<file path="src/rtl/dsec_sequencer.sv">
`default_nettype none
// ============================================================================
// Module      : dsec_sequencer
// Description : Block-level sequencer for the DSEC top level. It hands each
//               accepted input block to the compression core and then to the
//               encryption core, and holds the result until the receiver
//               acknowledges it. It also gates key-configuration sessions and
//               latches a 64-bit error record on every entry to ERR.
//               Optional feature macro: DSEC_TIMEOUT_EN enables a per-stage
//               watchdog on COMP, ENCRY and OUT.
// Revision    : 1.0 - initial release
// ============================================================================
module dsec_sequencer #(
    parameter int KEY_WORDS      = 4,
    parameter int TIMEOUT_CYCLES = 1024
) (
    input  logic        clk,
    input  logic        rst,            // asynchronous, active-low
    input  logic        key_config,
    input  logic        key_word_valid,
    output logic        key_load,
    input  logic        in_valid,
    output logic        rdy,
    input  logic        comp_rdy,
    output logic        comp_start,
    input  logic        comp_done,
    input  logic        comp_err,
    input  logic        encry_rdy,
    output logic        encry_start,
    input  logic        encry_done,
    output logic        out_valid,
    input  logic        out_rcvd,
    output logic        stall,
    output logic        error,
    output logic [63:0] error_code,
    input  logic        err_clr,
    output logic [31:0] blk_count
);

    localparam logic [2:0] c_IDLE   = 3'd0;
    localparam logic [2:0] c_KEYCFG = 3'd1;
    localparam logic [2:0] c_COMP   = 3'd2;
    localparam logic [2:0] c_ENCRY  = 3'd3;
    localparam logic [2:0] c_OUT    = 3'd4;
    localparam logic [2:0] c_ERR    = 3'd5;

    localparam logic [7:0]  c_KEY_LAST = 8'(KEY_WORDS - 1);
    localparam logic [15:0] c_TO_LAST  = 16'(TIMEOUT_CYCLES - 1);

    // Reject parameter values the counters cannot represent.
    generate
        if ((KEY_WORDS < 1) || (KEY_WORDS > 255)) begin : g_bad_key_words
            $error("dsec_sequencer: KEY_WORDS must be in 1..255");
        end
        if ((TIMEOUT_CYCLES < 2) || (TIMEOUT_CYCLES > 65536)) begin : g_bad_timeout
            $error("dsec_sequencer: TIMEOUT_CYCLES must be in 2..65536");
        end
    endgenerate

    logic [2:0]  r_state;
    logic [2:0]  w_next;
    logic [7:0]  w_err_code;
    logic [7:0]  r_key_cnt;
    logic        r_comp_start;
    logic        r_encry_start;
    logic        r_out_valid;
    logic        r_error;
    logic [63:0] r_error_code;
    logic [31:0] r_blk_count;
    logic        w_rdy;
    logic        w_key_load;
    logic        w_stall;
    logic [7:0]  w_onehot;
    logic        w_key_last;
    logic        w_timeout;
    logic [15:0] w_stg_cnt;

    assign w_key_last = (r_key_cnt == c_KEY_LAST);

`ifdef DSEC_TIMEOUT_EN
    logic [15:0] r_stg_cnt;

    // Stage watchdog: restarts on every state change, counts while in a stage.
    always_ff @(posedge clk or negedge rst) begin
        if (!rst) begin
            r_stg_cnt <= 16'd0;
        end else if (w_next != r_state) begin
            r_stg_cnt <= 16'd0;
        end else if ((r_state == c_COMP) || (r_state == c_ENCRY) || (r_state == c_OUT)) begin
            r_stg_cnt <= r_stg_cnt + 16'd1;
        end
    end

    assign w_stg_cnt = r_stg_cnt;
    assign w_timeout = (r_stg_cnt == c_TO_LAST);
`else
    // Without the watchdog, stages wait indefinitely and the record field is zero.
    assign w_stg_cnt = 16'd0;
    assign w_timeout = 1'b0;
`endif

    // State register.
    always_ff @(posedge clk or negedge rst) begin
        if (!rst) begin
            r_state <= c_IDLE;
        end else begin
            r_state <= w_next;
        end
    end

    // Next-state logic; exit events take priority over the watchdog.
    always_comb begin
        w_next     = r_state;
        w_err_code = 8'h00;
        case (r_state)
            c_IDLE: begin
                if (key_config) begin
                    w_next = c_KEYCFG;
                end else if (in_valid && w_rdy) begin
                    w_next = c_COMP;
                end
            end
            c_KEYCFG: begin
                if (key_word_valid && w_key_last) begin
                    w_next = c_IDLE;
                end else if (!key_config) begin
                    w_next     = c_ERR;
                    w_err_code = 8'h02;
                end
            end
            c_COMP: begin
                if (comp_err) begin
                    w_next     = c_ERR;
                    w_err_code = 8'h01;
                end else if (comp_done) begin
                    w_next = c_ENCRY;
                end else if (w_timeout) begin
                    w_next     = c_ERR;
                    w_err_code = 8'h03;
                end
            end
            c_ENCRY: begin
                if (encry_done) begin
                    w_next = c_OUT;
                end else if (w_timeout) begin
                    w_next     = c_ERR;
                    w_err_code = 8'h04;
                end
            end
            c_OUT: begin
                if (out_rcvd) begin
                    w_next = c_IDLE;
                end else if (w_timeout) begin
                    w_next     = c_ERR;
                    w_err_code = 8'h05;
                end
            end
            c_ERR: begin
                if (err_clr) begin
                    w_next = c_IDLE;
                end
            end
            default: begin
                w_next = c_IDLE;
            end
        endcase
    end

    // Combinational outputs and the one-hot tag of the current state.
    always_comb begin
        w_rdy      = (r_state == c_IDLE) && comp_rdy && encry_rdy && !key_config;
        w_key_load = (r_state == c_KEYCFG) && key_word_valid;
        w_stall    = ((r_state == c_IDLE) && !in_valid) ||
                     (r_state == c_KEYCFG) ||
                     (r_state == c_ERR) ||
                     ((r_state == c_OUT) && !out_rcvd);
        case (r_state)
            c_IDLE:   w_onehot = 8'h01;
            c_KEYCFG: w_onehot = 8'h02;
            c_COMP:   w_onehot = 8'h04;
            c_ENCRY:  w_onehot = 8'h08;
            c_OUT:    w_onehot = 8'h10;
            default:  w_onehot = 8'h00;
        endcase
    end

    // Registered strobes/flags, error record capture and block counter.
    always_ff @(posedge clk or negedge rst) begin
        if (!rst) begin
            r_comp_start  <= 1'b0;
            r_encry_start <= 1'b0;
            r_out_valid   <= 1'b0;
            r_error       <= 1'b0;
            r_error_code  <= 64'd0;
            r_blk_count   <= 32'd0;
        end else begin
            r_comp_start  <= (w_next == c_COMP)  && (r_state != c_COMP);
            r_encry_start <= (w_next == c_ENCRY) && (r_state != c_ENCRY);
            r_out_valid   <= (w_next == c_OUT);
            r_error       <= (w_next == c_ERR);
            if ((w_next == c_ERR) && (r_state != c_ERR)) begin
                r_error_code <= {w_err_code, w_onehot, w_stg_cnt, r_blk_count};
            end
            if ((r_state == c_OUT) && out_rcvd) begin
                r_blk_count <= r_blk_count + 32'd1;
            end
        end
    end

    // Key word counter; any exit from KEYCFG starts the next session at zero.
    always_ff @(posedge clk or negedge rst) begin
        if (!rst) begin
            r_key_cnt <= 8'd0;
        end else if (r_state == c_KEYCFG) begin
            if (w_next != c_KEYCFG) begin
                r_key_cnt <= 8'd0;
            end else if (key_word_valid) begin
                r_key_cnt <= r_key_cnt + 8'd1;
            end
        end
    end

    assign rdy         = w_rdy;
    assign key_load    = w_key_load;
    assign stall       = w_stall;
    assign comp_start  = r_comp_start;
    assign encry_start = r_encry_start;
    assign out_valid   = r_out_valid;
    assign error       = r_error;
    assign error_code  = r_error_code;
    assign blk_count   = r_blk_count;

endmodule
`default_nettype wire
</file>
<file path="config.mk">
export PLATFORM = sky130hd
export DESIGN_NAME = dsec_sequencer
export DESIGN_NICKNAME = d
export VERILOG_FILES = /design/src/rtl/dsec_sequencer.sv
export SDC_FILE = /design/constraint.sdc
export NUM_CORES = 1
export LEC_CHECK = 0
export CORE_MARGIN = 10
export CORE_UTILIZATION = 25
export CTS_CLUSTER_DIAMETER = 30
export DETAILED_ROUTE_END_ITERATION = 6
export MAX_ROUTING_LAYER = met4
export PLACE_DENSITY = 0.53
export SLEW_MARGIN = 20
export SYNTH_ARGS = -nofsm -noshare
export SYNTH_HDL_FRONTEND = slang
export SYNTH_SLANG_ARGS = --single-unit
</file>
<file path="constraint.sdc">
create_clock -name clk -period 3.67 [get_ports clk]
set_input_delay 0.734 -clock clk [delete_from_list [all_inputs] [get_ports clk]]
set_output_delay 0.734 -clock clk [all_outputs]
set_load 0.02 [all_outputs]
</file>
==> results.sh <==
export IMPL_clock_root_buffer="clkbuf_16"
export IMPL_dr_first_iter_drc_count=154
export IMPL_combPwrFrac=0.287
export IMPL_ys_seq_elements=86
export IMPL_synthesis_area_um2=3910
export IMPL_fin_skew_ns=0.00723
export IMPL_switching_share=0.332
export IMPL_globalRouteOverflowTotal=0
export IMPL_grt_max_degree=87
export IMPL_ir_worst_vdd_v=0.000259
export IMPL_drive_gt1_frac=0.0600
export IMPL_place_ws_ns=0.622
export IMPL_yosysTopAreaCell="dfrtp_1"
export IMPL_synthFlopType="dfrtp_1"
export IMPL_synth_top_area_frac=0.550
export IMPL_antenna_found_initial=0
export IMPL_grt_pass1_wl_um=15800
export IMPL_drcViolationCount=0
export IMPL_syn_inst=337
export IMPL_synth_compound_area_frac=0.0521
export IMPL_tightest_slew_ns=0.783
export IMPL_switchingPower_uw=953
export IMPL_maxSlewHeadroom=0.478
export IMPL_dr_pass1_iters=4
export IMPL_synth_adder_area_share=0.00640
export IMPL_synth_mux_area_frac=0.0947
export IMPL_die_height_um=145
export IMPL_cts_tree="yes"
export IMPL_synth_async_reset_ratio=1.00
export IMPL_yosys_area_share_simple=0.152
export IMPL_rsz0062_at_grt="false"
export IMPL_required_ns=2.94
export IMPL_power_density_nw_per_um2=547
export IMPL_core_area_um2=15300
export IMPL_leakage_uw=0.00231
export IMPL_synth_seq_area_share=0.550
export IMPL_setup_slack_ns=0.526
export IMPL_cts_hold_buf=0
export IMPL_vias=2718
export IMPL_cts_inserted_buffers=9
export IMPL_run_status="completed"
export IMPL_nNetsFinal=445
export IMPL_synth_avg_cell_area_um2=11.6
export IMPL_cap_violations=0
export IMPL_clk_insertion_delay_late_ns=0.34
export IMPL_io_pins=115
export IMPL_synth_edf_count=0
export IMPL_critPathKind="reg2out"
export IMPL_slew_violations=0
export IMPL_dpl_hpwl_um=7170
export IMPL_syn_to_final_growth_pct=34.0
export IMPL_dieArea_um2=21100
export IMPL_fmax_mhz=318
export IMPL_antennaDiodeCount=0
export IMPL_ys_top_cells_by_area="dfrtp_1 55%, mux2_1 9.2%, xnor2_1 5.6%"
export IMPL_hp_class="in2async"
export IMPL_gp_congestion=0.721
export IMPL_synth_xor_area_share=0.0694
export IMPL_grt_usage=0.0951
export IMPL_cts_buffer_depth=2
export IMPL_wire_per_inst_um=14.7
export IMPL_viasPerCell=4.22
export IMPL_hold_viol=0
export IMPL_p_clk_frac=0.306
export IMPL_synth_top_cells_by_count="86 x dfrtp_1, 32 x mux2_1, 31 x nand2_1, 26 x buf_4, 25 x xnor2_1"
export IMPL_synth_top_family_by_area="simple AND/OR/NAND/NOR gates"
export IMPL_cts_reportedPaths_clkPinSlew_ns=0.06
export IMPL_h_tree_depth=3
export IMPL_critPathLaunchType="flop"
export IMPL_finalSetupViolations=0
export IMPL_critical_path_max_fanout=17
export IMPL_start_util=0.256
export IMPL_synth_most_common_cell="dfrtp_1"
export IMPL_clkSinkCount=86
export IMPL_synth_cell_type_count=47
export IMPL_ys_warn_count=0
export IMPL_seqPwrFrac=0.407
export IMPL_critPathArrivalTime_ns=2.41
export IMPL_rows=45
export IMPL_p_int_uw=1920
export IMPL_routed_wl_um=9450
export IMPL_finalCriticalPeriod_ns=3.14
export IMPL_post_cts_buffers=0
export IMPL_grt_pass1_vias=2838
export IMPL_crit_path_end_kind="primary output"
export IMPL_drtAntennaViolNets=0
export IMPL_finalCritPeriodShare=0.857
export IMPL_post_cts_resized=0
export IMPL_port_buffers=89
export IMPL_tns_ns=0
export IMPL_die_w_um=145
## metrics by stage
| stage | hold WS (ns) | cells | util | area (µm²) | total power [µW] |
|---|---|---|---|---|---|
| after global placement | 0.469 | 631 | 0.325 | 4960 | 2010 |
| after detailed placement | 0.479 | 631 | 0.325 | 4960 | 2020 |
| after CTS | 0.492 | 644 | 0.343 | 5240 | 2920 |
| after global routing | 0.505 | 644 | 0.344 | 5240 | 3040 |
| after floorplan | 0.438 | 361 | - | 4000 | 1710 |
| final | 0.458 | 644 | 0.344 | 5240 | 2870 |
## critical path, cell delays in order, from the launching register on
cell	delay, ns
dfrtp_1	0.59
or3b_1	0.65
nor2_1	0.20
clkdlybuf4s50_1	0.63
## path summary, 6_finish.rpt
check                          startpoint             end  depth (start not counted)  slack, ns
setup / recovery               r_state[0]        key_load                          3       0.53
hold / removal                        rst  error_code[16]                          1       0.46
setup reg to reg               r_state[0]  error_code[21]                          6       0.82
hold reg to reg            error_code[25]  error_code[25]                          1       0.48
max in group asynchronous             rst      r_state[2]                          1       2.68
min in group clk           error_code[25]  error_code[25]                          1       0.48
## cell families after synthesis
logic type / count (synthesis)
xor+xnor: 31
simple gates: 109
compound gates: 27
fa+ha+maj: 2
flops: 86
buf+inv: 48
other cells: 1
mux: 33
## registers in the layout (all words and copies together) (netlist names)
name,count
r_state,3
comp_start,1
out_valid,1
encry_start,1
error_code,39
blk_count,32
error,1
r_key_cnt,8
## metal layers
metal | vias to the layer above | wire length (µm) | global-route usage
met4 | 0 | 147 | 0.0415
met3 | 8 | 562 | 0.0338
met2 | 80 | 4290 | 0.135
met5 | - | 0 | -
met1 | 1334 | 4450 | 0.119
li1 | 1296 | - | -
## cell type report
class,instances,area [µm²]
fillers,1510,10000
flip-flops and latches,86,2150
multi-input cells,227,1570
repair buffers,94,930
well taps,211,264
clock buffers,11,243
inverters,13,48.8
clock inverters,2,35.0
## layout by cell type (no fill, tap or decap), types with 3 or more instances in the layout
| cell | Yosys | final |
|---|---|---|
| inv_1 | 13 | 13 |
| nand2_1 | 31 | 31 |
| and2_1 | 4 | 4 |
| nand4_1 | 8 | 8 |
| xor2_1 | 6 | 6 |
| xnor2_1 | 25 | 25 |
| nand2b_1 | 3 | 3 |
| nand3_1 | 12 | 12 |
| o21ai_0 | 9 | 9 |
| nor3_1 | 9 | 9 |
| nor2_1 | 16 | 16 |
| conb_1 | 1 | 25 |
| buf_4 | 26 | 5 |
| and3_1 | 3 | 3 |
| nor2b_1 | 4 | 4 |
| clkdlybuf4s50_1 | 0 | 88 |
| mux2_1 | 32 | 32 |
| dfrtp_1 | 86 | 86 |
| clkbuf_16 | 0 | 9 |
| nor4_1 | 4 | 4 |
| a22oi_1 | 3 | 3 |
## power groups by stage
stage | clock [µW] | combinational, µW | sequential (µW)
6_report | 879 | 822 | 1170
5_1_grt | 948 | 899 | 1190
3_5_place_dp | 0 | 832 | 1190
4_1_cts | 913 | 836 | 1170
2_1_floorplan | 0 | 489 | 1220
3_3_place_gp | 0 | 822 | 1180
Note: power is estimated with default switching activity, not from simulation.
